===== src/rtl/tmds_pkg.sv =====
// tmds_pkg: TMDS control-symbol constants, {C1,C0} decode and counter width default.
package tmds_pkg;
  localparam int CNT_BITS_DEF = 12;
  localparam logic [9:0] CTRL_00 = 10'b1101010100;
  localparam logic [9:0] CTRL_01 = 10'b0010101011;
  localparam logic [9:0] CTRL_10 = 10'b0101010100;
  localparam logic [9:0] CTRL_11 = 10'b1010101011;
  function automatic logic [2:0] ctrl_decode(input logic [9:0] sym);
    return sym == CTRL_00 ? 3'b100 :
           sym == CTRL_01 ? 3'b101 :
           sym == CTRL_10 ? 3'b110 :
           sym == CTRL_11 ? 3'b111 : 3'b000;
  endfunction
endpackage


===== src/rtl/tmds_decode_chan.sv =====
// tmds_decode_chan: one TMDS channel, 10-bit symbol to registered data/is_ctrl/ctrl.
module tmds_decode_chan import tmds_pkg::*; (
  input  logic       i_pixclk,
  input  logic       i_reset,
  input  logic [9:0] sym,
  output logic [7:0] data,
  output logic       is_ctrl,
  output logic [1:0] ctrl
);
  logic [7:0] q, d;
  logic [2:0] c;
  always_comb begin
    q = sym[9] ? ~sym[7:0] : sym[7:0];
    d[0] = q[0];
    for (int i = 1; i < 8; i++) d[i] = sym[8] ? q[i] ^ q[i-1] : ~(q[i] ^ q[i-1]);
    c = ctrl_decode(sym);
  end
  always_ff @(posedge i_pixclk)
    if (i_reset) {data, is_ctrl, ctrl} <= {8'h00, 1'b1, 2'b00};
    else {data, is_ctrl, ctrl} <= {c[2] ? 8'h00 : d, c};
endmodule


===== src/rtl/tmds_rx_decoder.sv =====
// tmds_rx_decoder: 3-channel TMDS decode with held sync, line/frame/err pulses.
// TMDS_RX_MEASURE_EN builds width/height/lock measurement; otherwise those outputs are 0.
module tmds_rx_decoder import tmds_pkg::*; #(
  parameter int CNT_BITS    = CNT_BITS_DEF,
  parameter int LOCK_FRAMES = 2
) (
  input  logic                i_pixclk,
  input  logic                i_reset,
  input  logic [9:0]          i_TMDS_red,
  input  logic [9:0]          i_TMDS_grn,
  input  logic [9:0]          i_TMDS_blu,
  output logic [7:0]          o_red,
  output logic [7:0]          o_grn,
  output logic [7:0]          o_blu,
  output logic                o_de,
  output logic                o_hsync,
  output logic                o_vsync,
  output logic                o_newline,
  output logic                o_newframe,
  output logic                o_err,
  output logic [CNT_BITS-1:0] o_width,
  output logic [CNT_BITS-1:0] o_height,
  output logic                o_locked
);
  logic [9:0] red_q, grn_q, blu_q;
  logic [7:0] red_d, grn_d, blu_d;
  logic       red_ctl, grn_ctl, blu_ctl;
  logic [1:0] unused_red_c, unused_grn_c, blu_c;
  logic       hs_q, vs_q, de_q;
  always_ff @(posedge i_pixclk)
    if (i_reset) {red_q, grn_q, blu_q} <= {3{CTRL_00}};
    else {red_q, grn_q, blu_q} <= {i_TMDS_red, i_TMDS_grn, i_TMDS_blu};
  tmds_decode_chan u_red (.i_pixclk, .i_reset, .sym(red_q), .data(red_d), .is_ctrl(red_ctl), .ctrl(unused_red_c));
  tmds_decode_chan u_grn (.i_pixclk, .i_reset, .sym(grn_q), .data(grn_d), .is_ctrl(grn_ctl), .ctrl(unused_grn_c));
  tmds_decode_chan u_blu (.i_pixclk, .i_reset, .sym(blu_q), .data(blu_d), .is_ctrl(blu_ctl), .ctrl(blu_c));
  always_comb begin
    o_de       = ~blu_ctl;
    o_red      = o_de ? red_d : 8'h00;
    o_grn      = o_de ? grn_d : 8'h00;
    o_blu      = o_de ? blu_d : 8'h00;
    o_hsync    = blu_ctl ? blu_c[0] : hs_q;
    o_vsync    = blu_ctl ? blu_c[1] : vs_q;
    o_newline  = de_q & ~o_de;
    o_newframe = o_vsync & ~vs_q;
    o_err      = (red_ctl ^ blu_ctl) | (grn_ctl ^ blu_ctl);
  end
  always_ff @(posedge i_pixclk)
    if (i_reset) {hs_q, vs_q, de_q} <= 3'b000;
    else {hs_q, vs_q, de_q} <= {o_hsync, o_vsync, o_de};
`ifdef TMDS_RX_MEASURE_EN
  localparam int MW = $clog2(LOCK_FRAMES + 1);
  localparam logic [MW-1:0] LOCK = MW'(LOCK_FRAMES);
  localparam logic [MW-1:0] M_ONE = MW'(1);
  localparam logic [CNT_BITS-1:0] MAX = '1;
  localparam logic [CNT_BITS-1:0] ONE = {{(CNT_BITS-1){1'b0}}, 1'b1};
  logic [CNT_BITS-1:0] pix, len, lines, len_n;
  logic [MW-1:0]       matches;
  logic                bad, bad_n, armed, match, de_rise;
  // a line ending on the same cycle as vsync rise must still count toward this frame
  always_comb begin
    de_rise = o_de & ~de_q;
    len_n   = o_newline ? pix : len;
    bad_n   = bad | (o_newline & (pix == MAX || (lines > ONE && pix != len)));
    match   = armed && len_n != '0 && lines != '0 && len_n != MAX && lines != MAX &&
              len_n == o_width && lines == o_height && !bad_n;
  end
  always_ff @(posedge i_pixclk)
    if (i_reset) begin
      {pix, len, lines, o_width, o_height, matches, bad, armed} <= '0;
    end else begin
      if (de_rise) pix <= ONE;
      else if (o_de && pix != MAX) pix <= pix + ONE;
      if (de_rise && lines != MAX) lines <= lines + ONE;
      len <= len_n;
      bad <= bad_n;
      if (o_newframe) begin
        {len, lines, bad} <= '0;
        armed <= 1'b1;
        if (armed) begin
          o_width  <= len_n;
          o_height <= lines;
          matches  <= !match ? '0 : matches == LOCK ? LOCK : matches + M_ONE;
        end
      end
    end
  assign o_locked = matches == LOCK;
`else
  assign o_width  = '0;
  assign o_height = '0;
  assign o_locked = 1'b0;
`endif
endmodule

===== config.mk =====
export PLATFORM = sky130hd
export DESIGN_NAME = tmds_rx_decoder
export DESIGN_NICKNAME = d
export VERILOG_FILES = /design/src/rtl/tmds_pkg.sv /design/src/rtl/tmds_decode_chan.sv /design/src/rtl/tmds_rx_decoder.sv
export SDC_FILE = /design/constraint.sdc
export NUM_CORES = 1
export LEC_CHECK = 0
export ABC_AREA = 1
export BUFFER_PORTS_ARGS = -buffer_cell sky130_fd_sc_hd__buf_2
export CAP_MARGIN = 10
export CORE_MARGIN = 1
export CORE_UTILIZATION = 52
export CTS_BUF_LIST = sky130_fd_sc_hd__clkbuf_4 sky130_fd_sc_hd__clkbuf_8
export DETAILED_ROUTE_END_ITERATION = 8
export GPL_ROUTABILITY_DRIVEN = 0
export PLACE_DENSITY = 0.8
export RECOVER_POWER = 25
export SYNTH_ARGS = -nofsm -noshare
export SYNTH_HDL_FRONTEND = slang
export SYNTH_SLANG_ARGS = --single-unit

===== constraint.sdc =====
create_clock -name i_pixclk -period 1.4 [get_ports i_pixclk]
set_clock_uncertainty 0.05 [all_clocks]
set_input_delay 0.28 -clock i_pixclk [delete_from_list [all_inputs] [get_ports i_pixclk]]
set_output_delay 0.28 -clock i_pixclk [all_outputs]
set_load 0.1 [all_outputs]

* Word level (Yosys, flattened, before mapping)
Cells that the tools add are included.
Word-level totals: output and inout bits 55, bits in registers 62, word-level logic and storage cells 124, input port bits 32
Operators by class: muxes and demuxes 41, reduce and logical (&&, ||, !) cells 5, bitwise gates (word level) 52, eq/ne operators 12
Operators by type and width (count):
- 10-bit == test (second input constant) | 6
- 8-bit 2-to-1 mux | 6
- 3-bit 2-to-1 mux | 12
- 10-bit by 8-bit == test with 1-bit output (second input constant) | 3
- 10-bit by 9-bit == test with 1-bit output (second input constant) | 3
- 8-bit NOT | 3
- 1-bit 2-to-1 mux | 23
- 1-bit NOT | 23
- 1-bit XOR | 23
- 2-bit OR reduction | 4
- 3-bit OR reduction | 1
- 1-bit AND | 2
- 1-bit bitwise OR | 1

* Depth between registers and ports, before layout
Gate-level depths: netlist of the first run.
word-level depth 6, gate-level depth with buffers 8, mapped depth without buffers 7

* Hierarchy
A second synthesis of the first run with hierarchy kept.
Second synthesis, totals: cells, all modules 439, area, all modules 3275.6 sq um
Modules (own cells, without submodules):
- tmds_decode_chan | area each 630.6 sq um, cells each 86, times used 3
- tmds_rx_decoder | area each 1383.8 sq um, cells each 181, times used 1

* Worst setup path before layout of the first run
No wires, ideal clock.
path type flip-flop to output port, from register u_blu.is_ctrl, to output o_blu[0], setup slack -826 ps, buffers on the path 2, data arrival time 1896 ps, required time 1070 ps, cell stages (with the launch flop) 4, path through dfxtp_1 > buf_2 > buf_2 > nor2_1
On the way: word-level cells in the longest chain between the ends 1
RTL lines:
- from (decl) | RTL line tmds_decode_chan.sv:7 | output logic is_ctrl,
- from (signal assigned) | RTL line tmds_decode_chan.sv:19 | if (i_reset) {data, is_ctrl, ctrl} <= {8'h00, 1'b1, 2'b00};
- from (signal assigned) | RTL line tmds_decode_chan.sv:20 | else {data, is_ctrl, ctrl} <= {c[2] ? 8'h00 : d, c};
- 8-bit 2-to-1 mux | RTL line tmds_rx_decoder.sv:40 | o_blu = o_de ? blu_d : 8'h00;
- to (decl) | RTL line tmds_rx_decoder.sv:14 | output logic [7:0] o_blu,
Every way passes these cells.

* Final worst setup path of the first run
from register u_blu.is_ctrl, to output o_red[5]
On the way: word-level cells in the longest chain between the ends 1
RTL lines:
- 8-bit 2-to-1 mux | RTL line tmds_rx_decoder.sv:38 | o_red = o_de ? red_d : 8'h00;
- to (decl) | RTL line tmds_rx_decoder.sv:12 | output logic [7:0] o_red,
Every way passes these cells.

==> results of run 1 <==
[metrics by stage]
step | instances | setup TNS, ns
final | 514 | -4.78
after global placement | 494 | 0
after global routing | 514 | -6.26
after floorplan | 392 | -1.74
after CTS | 514 | -5.03
after detailed placement | 494 | -0.0265
[routing by layer]
metal / GRT usage (%) / up-vias / part of all wire, %
met5: 0 / - / 0
met4: 10.2 / 0 / 1.7
met2: 38.8 / 83 / 54
met1: 22.0 / 978 / 40
met3: 5.60 / 8 / 4.7
li1: - / 1162 / -
[area by class of cell]
cell class | instances | area share, %
Clock buffer | 13 | 4.28
Clock inverter | 3 | 0.957
Inverter | 72 | 6.64
Multi-Input combinational cell | 223 | 35.3
Sequential cell | 62 | 29.8
Tap cell | 70 | 2.09
Timing Repair Buffer | 71 | 20.9
[layout by cell type (no fill, tap or decap)]
cell type | synthesis | routed
clkinv_2 | 0 | 2
nand2_2 | 2 | 4
nand3_2 | 4 | 4
nor2_1 | 60 | 35
xor2_2 | 1 | 1
buf_2 | 4 | 30
ha_1 | 12 | 12
nand3_1 | 5 | 5
buf_6 | 2 | 1
nor2_4 | 1 | 25
dfxtp_1 | 62 | 60
xor2_1 | 8 | 8
inv_1 | 70 | 68
or2_1 | 2 | 2
a31oi_2 | 1 | 1
o21ai_4 | 1 | 2
or2_4 | 1 | 1
nand2_4 | 1 | 5
clkbuf_8 | 0 | 13
xnor2_1 | 13 | 13
a21oi_1 | 7 | 7
clkinvlp_4 | 0 | 2
nor3_1 | 8 | 8
bufinv_16 | 0 | 1
buf_12 | 0 | 34
inv_2 | 2 | 2
buf_4 | 26 | 3
nand3_4 | 1 | 1
nand4_1 | 2 | 2
clkbuf_1 | 3 | 3
dfxtp_4 | 0 | 1
nor2_2 | 2 | 3
dfxtp_2 | 0 | 1
or2_2 | 18 | 18
nand2_1 | 46 | 40
o211ai_4 | 1 | 1
conb_1 | 1 | 25
[flip-flops by register name, indices dropped and copies added (netlist names)]
register	count
de_q	1
blu_q	10
grn_q	10
u_red.is_ctrl	1
u_blu.ctrl	2
u_blu.data	8
hs_q	1
u_red.data	8
red_q	10
u_grn.data	8
vs_q	1
u_grn.is_ctrl	1
u_blu.is_ctrl	1
[power by group through the flow]
stage          combinational, mW  clock (mW)  sequential (mW)
6_report                    1.53        1.65             1.97
5_1_grt                     1.61        1.77             1.99
4_1_cts                     1.54        1.67             1.97
3_5_place_dp                1.50           0             2.01
3_3_place_gp                1.47           0             2.00
2_1_floorplan               1.20           0             1.98
[path summary, 6_finish.rpt]
check | start | to | slack [ns] | depth (start not counted)
setup / recovery | u_blu.is_ctrl | o_red[5] | -0.22 | 4
hold / removal | i_TMDS_grn[4] | grn_q[4] | 0.08 | 2
setup reg to reg | red_q[8] | u_red.data[0] | 0.09 | 5
hold reg to reg | grn_q[9] | u_grn.data[0] | 0.44 | 2
[logic make-up after synthesis]
family / share of synthesized area (%)
adder cells (fa/ha/maj): 5.14
AO/OA/AOI/OAI: 3.09
other: 0.128
AND/OR/NAND/NOR: 24.5
buffers and inverters: 17.8
flip-flops: 42.5
XOR/XNOR: 6.86
[timing repair]
item | 4_1_cts | 5_1_grt
gates resized for setup | 6 | 3
buffers inserted | 4 | 0
setup endpoints to repair | 30 | 40
pin swaps | 2 | 0
==> summary.json, run 1 <==
{
  "outcome": {"value": "complete, but fails checks"},
  "violations_in_the_final_reports": {"value": "setup timing"},
  "layout-area-overhead-vs-synth": {"value": 43.3, "unit": "%"},
  "routed_wl": {"value": 5.61, "unit": "mm"},
  "clk_pin_slew_worst_paths": {"value": 0.07, "unit": "ns"},
  "initial_utilization": {"value": 55.4, "unit": "%"},
  "clock_tree.buffer_depth": {"value": 2},
  "max-slew-margin-rel": {"value": 56.3, "unit": "%"},
  "netlist_instances": {"value": 368},
  "total_power_consumption_of_the_routed_design": {"value": 5.15, "unit": "mW"},
  "die_width": {"value": 76.9, "unit": "µm"},
  "power_frac_seq": {"value": 38.2, "unit": "%"},
  "drive_gt1_share": {"value": 35.1, "unit": "%"},
  "setup.worst_path.start_class": {"value": "flop"},
  "synth_cell_types": {"value": 31},
  "layout.nets": {"value": 483},
  "powerDensity": {"value": 1230, "unit": "mW/mm²"},
  "sw_frac_of_total": {"value": 34.5, "unit": "%"},
  "worst-path-max-fanout": {"value": 9},
  "setup_violations": {"value": 30},
  "worstPathCellList": {"value": "buf_12 > buf_12 > nor2_4 > buf_12"},
  "max-vdd-ir-drop": {"value": 986, "unit": "µV"},
  "crit_slowest_cell": {"value": "dfxtp_4"},
  "power.leakage": {"value": 2.00, "unit": "nW"},
  "avgSynthCellArea": {"value": 7.93, "unit": "µm²"},
  "synth_edf_count": {"value": 0},
  "critical-path-top-cell-by-count": {"value": "buf_12"},
  "setup.worst_path.class": {"value": "flop to output pin"},
  "synth_commonest_cells": {"value": "inv_1, dfxtp_1, nor2_1"},
  "grt_start_max_net_pins": {"value": 21},
  "yosys-top-cells-area": {"value": "dfxtp_1, inv_1, nor2_1, buf_4, nand2_1"},
  "wirelength_per_cell": {"value": 10.9, "unit": "µm"},
  "dieArea": {"value": 0.00592, "unit": "mm²"},
  "globalRoute.totalOverflow": {"value": 0},
  "rsz0062_at_grt": {"value": "yes"},
  "post-place-ws": {"value": -0.0265, "unit": "ns"},
  "syn-cell-area": {"value": 0.00292, "unit": "mm²"},
  "power_frac_clock": {"value": 32.0, "unit": "%"},
  "remaining_drc_errors": {"value": 0},
  "ant_nets": {"value": 0},
  "synth_area_leader_cell": {"value": "dfxtp_1"},
  "internal-power": {"value": 3.38, "unit": "mW"},
  "synth_sequential_area_ratio": {"value": 42.5, "unit": "%"},
  "vias_per_cell": {"value": 4.34},
  "layout.filler_cells": {"value": 338},
  "cts_max_level": {"value": 3},
  "finish.instance_area": {"value": 0.00418, "unit": "mm²"},
  "dominantRegCellSynth": {"value": "dfxtp_1"},
  "worst_pin_slew": {"value": 0.656, "unit": "ns"},
  "synth.most_common_cell": {"value": "inv_1"},
  "synthArstFlopShare": {"value": 0, "unit": "%"},
  "min_period_over_period": {"value": 116, "unit": "%"},
  "first_global_vias": {"value": 2178},
  "critical_path_buf_inv_count": {"value": 3},
  "clkSinkCount": {"value": 62},
  "clock_latency": {"value": 0.32, "unit": "ns"},
  "finalHoldViolCount": {"value": 0},
  "floorplan.die.height": {"value": 76.9, "unit": "µm"},
  "multi_input_logic_area": {"value": 0.00148, "unit": "mm²"},
  "numCtsBuffers": {"value": 9},
  "detail_route.iter0.violations": {"value": 73},
  "cpLargestDelayFamily": {"value": "buffers and inverters"},
  "critical_path_required": {"value": 1.07, "unit": "ns"},
  "postSynthRegisterBits": {"value": 62},
  "fin_crit": {"value": 1.62, "unit": "ns"},
  "power_frac_comb": {"value": 29.8, "unit": "%"},
  "input_output_buffers": {"value": 61},
  "postLayoutCoreUtil": {"value": 79.4, "unit": "%"},
  "detail_route.first_pass.iterations": {"value": 5},
  "dr_total_vias": {"value": 2231},
  "timing.hold.worst.class": {"value": "input pin to flop"},
  "cts_tree": {"value": "done"},
  "grt_first_pass_wirelength": {"value": 9.53, "unit": "mm"},
  "cts_hold_buf": {"value": 0},
  "design.core.area": {"value": 0.00527, "unit": "mm²"},
  "synth.top_cell.area_share": {"value": 42.5, "unit": "%"},
  "row_count": {"value": 26},
  "track_usage": {"value": 21.1, "unit": "%"},
  "ys.warnings.count": {"value": 0},
  "crit_path_max_incr_delay": {"value": 0.38, "unit": "ns"},
  "place_area": {"value": 0.00389, "unit": "mm²"},
  "drv_slew": {"value": 0},
  "antenna_cells": {"value": 0},
  "critical_path_arrival": {"value": 1.29, "unit": "ns"},
  "number_of_top_level_design_ports": {"value": 87},
  "fin_hold_ws": {"value": 0.0764, "unit": "ns"},
  "end_kind": {"value": "output pin"},
  "max_cap_violations": {"value": 0},
  "timing.fmax": {"value": 616, "unit": "MHz"},
  "layout.area.seq": {"value": 0.00125, "unit": "mm²"},
  "layout_setup_ws": {"value": -0.223, "unit": "ns"},
  "cts_root_buffer": {"value": "clkbuf_8"},
  "switching_power": {"value": 1.78, "unit": "mW"},
  "detailedPlacementHpwl": {"value": 4.25, "unit": "mm"},
  "antenna_found_initial": {"value": 0}
}
(Power assumes the default switching activity.)
==> run 2: changes to the inputs <==
clock period = 1.57 ns   (was 1.4 ns; I/O delays follow)
==> run 2 against run 1 <==
The run still ends with setup timing left. Register-to-register slack better by 0.15 ns. Clock power is 30% lower. Sequential share of layout area is 0.28 points higher. Highest routed layer unchanged. Hold slack better by 0.036 ns. Critical path type unchanged. Combinational power is 11% lower. Non-clock buffer count is 1 lower. Critical path depth stayed put. First-iteration DRC count is 9.6% lower. Sequential power is 11% lower.
==> summary.json, run 2 (synthesis results as in run 1) <==
{
  "setup.worst_path.start_class": {"value": "flop", "change": "unchanged"},
  "timing.hold.worst.class": {"value": "input pin to flop", "change": "unchanged"},
  "outcome": {"value": "complete, but fails checks", "change": "unchanged"},
  "cts_max_level": {"value": 3, "change": "unchanged"},
  "globalRoute.totalOverflow": {"value": 0, "change": "unchanged"},
  "clk_pin_slew_worst_paths": {"value": 0.06, "unit": "ns", "change": "was 0.07 ns"},
  "die_width": {"value": 76.9, "unit": "µm", "change": "unchanged"},
  "drive_gt1_share": {"value": 34.9, "unit": "%", "change": "was 35.1%"},
  "busiest_layer": {"value": "met2", "change": "unchanged"},
  "track_usage": {"value": 19.9, "unit": "%", "change": "was 21.1%"},
  "max-slew-margin-rel": {"value": 52.6, "unit": "%", "change": "was 56.3%"},
  "wirelength_per_cell": {"value": 10.9, "unit": "µm", "change": "about the same"},
  "cts_root_buffer": {"value": "clkbuf_8", "change": "unchanged"},
  "routed_wl": {"value": 5.55, "unit": "mm", "change": "was 5.61 mm"},
  "final_cell_mix": {"value": "inv_1, dfxtp_1, nand2_1, buf_12, nor2_1", "change": "was inv_1, dfxtp_1, nand2_1, nor2_1, buf_12"},
  "detailedPlacementHpwl": {"value": 4.17, "unit": "mm", "change": "was 4.25 mm"},
  "max_cap_violations": {"value": 0, "change": "unchanged"},
  "met1_track_demand_over_resource": {"value": 21.3, "unit": "%", "change": "was 22.0%"},
  "dieArea": {"value": 0.00592, "unit": "mm²", "change": "unchanged"},
  "finalHoldViolCount": {"value": 0, "change": "unchanged"},
  "antenna_cells": {"value": 0, "change": "unchanged"},
  "post-place-ws": {"value": 0.166, "unit": "ns", "change": "was -0.0265 ns"},
  "row_count": {"value": 26, "change": "unchanged"},
  "end_kind": {"value": "output pin", "change": "unchanged"},
  "met2_usage": {"value": 36.2, "unit": "%", "change": "was 38.8%"},
  "remaining_drc_errors": {"value": 0, "change": "unchanged"},
  "timing.fmax": {"value": 609, "unit": "MHz"},
  "cts_tree": {"value": "done", "change": "unchanged"},
  "power.leakage": {"value": 1.99, "unit": "nW", "change": "was 2.00 nW"},
  "layout.nets": {"value": 482, "change": "was 483"},
  "grt_start_max_net_pins": {"value": 19, "change": "was 21"},
  "worst-path-max-fanout": {"value": 8, "change": "was 9"},
  "numCtsBuffers": {"value": 9, "change": "unchanged"},
  "cts_hold_buf": {"value": 0, "change": "unchanged"},
  "total_power_consumption_of_the_routed_design": {"value": 4.28, "unit": "mW", "change": "was 5.15 mW"},
  "number_of_top_level_design_ports": {"value": 87, "change": "unchanged"},
  "ant_nets": {"value": 0, "change": "unchanged"},
  "first_global_vias": {"value": 2074, "change": "was 2178"},
  "rsz0062_at_grt": {"value": "yes", "change": "unchanged"},
  "gr-usage-met3": {"value": 4.40, "unit": "%", "change": "was 5.60%"},
  "critical_path_required": {"value": 1.21, "unit": "ns", "change": "was 1.07 ns"},
  "placed_cells_incl_taps": {"value": 492, "change": "was 494"},
  "design.core.area": {"value": 0.00527, "unit": "mm²", "change": "unchanged"},
  "critical_path_arrival": {"value": 1.28, "unit": "ns", "change": "was 1.29 ns"},
  "clock_latency": {"value": 0.33, "unit": "ns", "change": "was 0.32 ns"},
  "clock_tree.buffer_depth": {"value": 2, "change": "unchanged"},
  "max-vdd-ir-drop": {"value": 795, "unit": "µV", "change": "was 986 µV"},
  "detail_route.iter0.violations": {"value": 66, "change": "was 73"},
  "layout_commonest_cell": {"value": "inv_1", "change": "unchanged"},
  "setup_violations": {"value": 20, "change": "was 30"},
  "floorplan.die.height": {"value": 76.9, "unit": "µm", "change": "unchanged"},
  "powerDensity": {"value": 1030, "unit": "mW/mm²", "change": "was 1230 mW/mm²"},
  "input_output_buffers": {"value": 61, "change": "unchanged"},
  "setup.worst_path.class": {"value": "flop to output pin", "change": "unchanged"},
  "worst_pin_slew": {"value": 0.711, "unit": "ns", "change": "was 0.656 ns"},
  "detail_route.first_pass.iterations": {"value": 4, "change": "was 5"},
  "drv_slew": {"value": 0, "change": "unchanged"},
  "dr_total_vias": {"value": 2256, "change": "was 2231"},
  "fin_crit": {"value": 1.64, "unit": "ns"},
  "vias_per_cell": {"value": 4.41, "change": "was 4.34"},
  "layout_setup_ws": {"value": -0.0724, "unit": "ns", "change": "was -0.223 ns"},
  "initial_utilization": {"value": 55.4, "unit": "%", "change": "unchanged"},
  "clkSinkCount": {"value": 62, "change": "unchanged"},
  "grt_first_pass_wirelength": {"value": 9.12, "unit": "mm", "change": "was 9.53 mm"},
  "antenna_found_initial": {"value": 0, "change": "unchanged"},
  "instances_no_fill": {"value": 511, "change": "was 514"},
  "min_period_over_period": {"value": 105, "unit": "%"},
  "layout-area-overhead-vs-synth": {"value": 41.9, "unit": "%", "change": "was 43.3%"},
  "violations_in_the_final_reports": {"value": "setup timing", "change": "unchanged"}
}
## run 2: worst max-delay path, cell delays in order (launching register included)
cell and delay (ns):
dfxtp_4 0.38, buf_12 0.16, buf_12 0.13, nor2_4 0.10
buf_12 0.18
## run 2: stage by stage
stage	utilization, %	instance area (µm²)	hold WS (ns)	setup TNS (ns)
after floorplan	-	3220	0.368	-3.03
after global placement	73.0	3850	0.431	0
after detailed placement	73.0	3850	0.449	0
after CTS	78.1	4120	0.107	-1.08
after global routing	78.6	4140	0.108	-1.71
final	78.6	4140	0.112	-1.01
## run 2: path summary, 6_finish.rpt
| check | cells past startpoint | to | slack [ns] | startpoint |
|---|---|---|---|---|
| setup / recovery | 4 | o_blu[6] | -0.07 | u_blu.is_ctrl |
| hold / removal | 2 | red_q[4] | 0.11 | i_TMDS_red[4] |
| setup reg to reg | 4 | u_blu.is_ctrl | 0.24 | blu_q[8] |
| hold reg to reg | 2 | u_grn.data[0] | 0.47 | grn_q[9] |
## run 2: area by class of cell
cell class                 instances  area [µm²]
clock buffer                      12         153
fill                             329        1130
inverter                          72         274
timing repair buffer              70         890
multi-input combinational        223        1480
tap                               70        87.6
clock inverter                     2        10.0
sequential                        62        1240
## run 2: report_power, final
part,internal (mW),total (mW),leakage [nW],switching (mW)
sequential,1.69,1.76,0.517,0.0704
clock,0.627,1.16,0.0889,0.529
combinational,0.423,1.36,1.39,0.939
total,2.74,4.28,1.99,1.54
## run 2: what timing repair did
item	CTS	global route
endpoints found under the hold margin	0	0
endpoints found under the setup margin	17	28
buffers inserted	5	0
cloned	0	0
gates resized for setup	6	8
pin swaps	13	3
## run 2: per-layer routing
| layer | wire (µm) | vias to the layer above | part of all wire [%] |
|---|---|---|---|
| met4 | 123 | 0 | 2.2 |
| li1 | - | 1160 | - |
| met2 | 2850 | 77 | 51 |
| met3 | 285 | 11 | 5.1 |
| met5 | 0 | - | 0 |
| met1 | 2290 | 1008 | 41 |
==> run 3: changes to the inputs <==
PLACE_DENSITY = default   (was 0.8)
PLACE_DENSITY_LB_ADDON = 0.25   (was default)
clock period = 1.6 ns   (was 1.57 ns; I/O delays follow)
==> run 3 against run 2 <==
The flow still finishes with violations (setup timing). Total power rose by 2.6%. Largest power group unchanged. Flip-flop and latch count stayed put. Critical endpoint is now o_grn[4]. Count of clock-buffer cells in the layout did not move. Highest routed layer unchanged.
==> summary.json, run 3 (synthesis results as in run 1) <==
{
  "fin_hold_ws": {"value": 0.105, "unit": "ns", "change": "was 0.112 ns"},
  "grt_first_pass_wirelength": {"value": 8.58, "unit": "mm", "change": "was 9.12 mm"},
  "min_period_over_period": {"value": 104, "unit": "%"},
  "end_kind": {"value": "output pin", "change": "unchanged"},
  "setup_total_negative_slack": {"value": -0.198, "unit": "ns", "change": "was -1.01 ns"},
  "row_count": {"value": 26, "change": "unchanged"},
  "layout.area.seq": {"value": 0.00124, "unit": "mm²", "change": "unchanged"},
  "met2_usage": {"value": 32.9, "unit": "%", "change": "was 36.2%"},
  "setup_violations": {"value": 6, "change": "was 20"},
  "first_global_vias": {"value": 2076, "change": "was 2074"},
  "die_width": {"value": 76.9, "unit": "µm", "change": "unchanged"},
  "routed_wl": {"value": 5.13, "unit": "mm", "change": "was 5.55 mm"},
  "gr-usage-met3": {"value": 5.00, "unit": "%", "change": "was 4.40%"},
  "power.leakage": {"value": 1.98, "unit": "nW", "change": "was 1.99 nW"},
  "critical_path_arrival": {"value": 1.29, "unit": "ns", "change": "was 1.28 ns"},
  "worstPathCellList": {"value": "buf_12 > nor2_2 > buf_12", "change": "was buf_12 > buf_12 > nor2_4 > buf_12"},
  "track_usage": {"value": 18.7, "unit": "%", "change": "was 19.9%"},
  "busiest_layer": {"value": "met2", "change": "unchanged"},
  "cts_hold_buf": {"value": 0, "change": "unchanged"},
  "input_output_buffers": {"value": 61, "change": "unchanged"},
  "power_frac_seq": {"value": 39.3, "unit": "%", "change": "was 41.1%"},
  "globalRoute.totalOverflow": {"value": 0, "change": "unchanged"},
  "timing.fmax": {"value": 602, "unit": "MHz"},
  "grt_start_max_net_pins": {"value": 16, "change": "was 19"},
  "worst-path-max-fanout": {"value": 15, "change": "was 8"},
  "critical-path-top-cell-by-count": {"value": "buf_12", "change": "unchanged"},
  "antenna_cells": {"value": 0, "change": "unchanged"},
  "layout_setup_ws": {"value": -0.0600, "unit": "ns", "change": "was -0.0724 ns"},
  "antenna_found_initial": {"value": 0, "change": "unchanged"},
  "remaining_drc_errors": {"value": 0, "change": "unchanged"},
  "outcome": {"value": "complete, but fails checks", "change": "unchanged"},
  "number_of_top_level_design_ports": {"value": 87, "change": "unchanged"},
  "internal-power": {"value": 2.85, "unit": "mW", "change": "was 2.74 mW"},
  "max-vdd-ir-drop": {"value": 841, "unit": "µV", "change": "was 795 µV"},
  "ant_nets": {"value": 0, "change": "unchanged"},
  "drv_slew": {"value": 0, "change": "unchanged"},
  "clkSinkCount": {"value": 62, "change": "unchanged"},
  "total_power_consumption_of_the_routed_design": {"value": 4.39, "unit": "mW", "change": "was 4.28 mW"},
  "setup.worst_path.class": {"value": "flop to output pin", "change": "unchanged"},
  "violations_in_the_final_reports": {"value": "setup timing", "change": "unchanged"},
  "cts_root_buffer": {"value": "clkbuf_8", "change": "unchanged"},
  "final_cell_mix": {"value": "inv_1, dfxtp_1, nand2_1, nor2_1, buf_12", "change": "was inv_1, dfxtp_1, nand2_1, buf_12, nor2_1"},
  "sw_frac_of_total": {"value": 35.0, "unit": "%", "change": "was 36.0%"},
  "dr_total_vias": {"value": 2215, "change": "was 2256"},
  "initial_utilization": {"value": 55.4, "unit": "%", "change": "unchanged"},
  "clock_latency": {"value": 0.34, "unit": "ns", "change": "was 0.33 ns"},
  "floorplan.die.height": {"value": 76.9, "unit": "µm", "change": "unchanged"},
  "cts_max_level": {"value": 3, "change": "unchanged"},
  "detailedPlacementHpwl": {"value": 3.92, "unit": "mm", "change": "was 4.17 mm"},
  "max_cap_violations": {"value": 0, "change": "unchanged"},
  "layout.nets": {"value": 480, "change": "was 482"},
  "clock_tree.buffer_depth": {"value": 2, "change": "unchanged"},
  "layout_commonest_cell": {"value": "inv_1", "change": "unchanged"},
  "dieArea": {"value": 0.00592, "unit": "mm²", "change": "unchanged"},
  "design.core.area": {"value": 0.00527, "unit": "mm²", "change": "unchanged"},
  "cts_tree": {"value": "done", "change": "unchanged"},
  "drive_gt1_share": {"value": 34.7, "unit": "%", "change": "was 34.9%"},
  "crit_path_max_incr_delay": {"value": 0.38, "unit": "ns", "change": "about the same"},
  "numCtsBuffers": {"value": 9, "change": "unchanged"},
  "layout.filler_cells": {"value": 348, "change": "was 329"},
  "layout-area-overhead-vs-synth": {"value": 39.4, "unit": "%", "change": "was 41.9%"},
  "vias_per_cell": {"value": 4.33, "change": "was 4.41"},
  "finalHoldViolCount": {"value": 0, "change": "unchanged"},
  "place_area": {"value": 0.00378, "unit": "mm²", "change": "was 0.00385 mm²"},
  "multi_input_logic_area": {"value": 0.00144, "unit": "mm²", "change": "was 0.00148 mm²"},
  "fin_crit": {"value": 1.66, "unit": "ns"},
  "met1_track_demand_over_resource": {"value": 19.3, "unit": "%", "change": "was 21.3%"},
  "clk_pin_slew_worst_paths": {"value": 0.06, "unit": "ns", "change": "about the same"},
  "power_frac_comb": {"value": 29.1, "unit": "%", "change": "was 31.9%"},
  "powerDensity": {"value": 1080, "unit": "mW/mm²", "change": "was 1030 mW/mm²"},
  "critical_path_required": {"value": 1.23, "unit": "ns", "change": "was 1.21 ns"},
  "crit_slowest_cell": {"value": "dfxtp_4", "change": "unchanged"},
  "detail_route.first_pass.iterations": {"value": 4, "change": "unchanged"},
  "timing.hold.worst.class": {"value": "input pin to flop", "change": "unchanged"},
  "rsz0062_at_grt": {"value": "yes", "change": "unchanged"},
  "power_frac_clock": {"value": 31.6, "unit": "%", "change": "was 27.0%"},
  "wirelength_per_cell": {"value": 10.0, "unit": "µm", "change": "was 10.9 µm"},
  "setup.worst_path.start_class": {"value": "flop", "change": "unchanged"},
  "detail_route.iter0.violations": {"value": 138, "change": "was 66"},
  "finish.instance_area": {"value": 0.00407, "unit": "mm²", "change": "was 0.00414 mm²"},
  "switching_power": {"value": 1.54, "unit": "mW", "change": "about the same"}
}
run 3: cell count changes in the layout (fill, tap and decap cells not counted), sizes merged:
| cell | previous run | this run |
|---|---|---|
| clkbuf | 15 | 16 |
| clkinv | 2 | 3 |
| buf | 67 | 64 |
| bufinv | 0 | 1 |
run 3: layout make-up:
| cell class | instances | share of cell area [%] |
|---|---|---|
| inverter | 72 | 6.73 |
| clock buffer | 12 | 3.90 |
| sequential | 62 | 30.6 |
| clock inverter | 4 | 1.11 |
| timing repair buffer | 68 | 20.2 |
| tap | 70 | 2.15 |
| multi-input combinational | 223 | 35.4 |
run 3: routing by layer:
metal	share of wire, %	vias up
li1	-	1164
met1	41	964
met2	51	75
met3	5.6	12
met4	2.6	0
met5	0	-
run 3: path summary, 6_finish.rpt:
| kind | startpoint | endpoint | slack, ns | cells past startpoint |
|---|---|---|---|---|
| max | u_blu.is_ctrl | o_grn[4] | -0.06 | 3 |
| max reg2reg | blu_q[8] | u_blu.data[3] | 0.30 | 5 |
| min reg2reg | u_blu.ctrl[0] | hs_q | 0.45 | 2 |
| min | i_TMDS_grn[9] | grn_q[9] | 0.10 | 2 |
run 3: critical path, delay by kind of cell, from the launching register on:
family,cells,cell delay (ns)
AND/OR/NAND/NOR,1,0.20
flip-flops,1,0.38
buffers and inverters,2,0.36
run 3: per-stage QoR:
stage | util, % | cells | worst slack (ns)
after floorplan | - | 392 | -0.294
after detailed placement | 71.7 | 493 | 0.199
after global placement | 71.7 | 493 | 0.227
after global routing | 77.2 | 511 | -0.0903
final | 77.2 | 511 | -0.0600
after CTS | 76.1 | 510 | -0.0657
run 3: power groups by stage:
| stage | sequential, mW | clock [mW] | combinational [mW] |
|---|---|---|---|
| after floorplan | 1.73 | 0 | 0.992 |
| after CTS | 1.72 | 1.41 | 1.25 |
| final | 1.72 | 1.39 | 1.27 |
| after global placement | 1.75 | 0 | 1.23 |
| after detailed placement | 1.76 | 0 | 1.24 |
| after global routing | 1.73 | 1.48 | 1.34 |
run 3: repair_timing:
| item | in CTS | in global routing |
|---|---|---|
| gates resized for setup | 6 | 14 |
| setup endpoints to repair | 17 | 27 |
| pin swaps | 3 | 7 |
| buffers inserted | 1 | 1 |
| endpoints found under the hold margin | 0 | 0 |
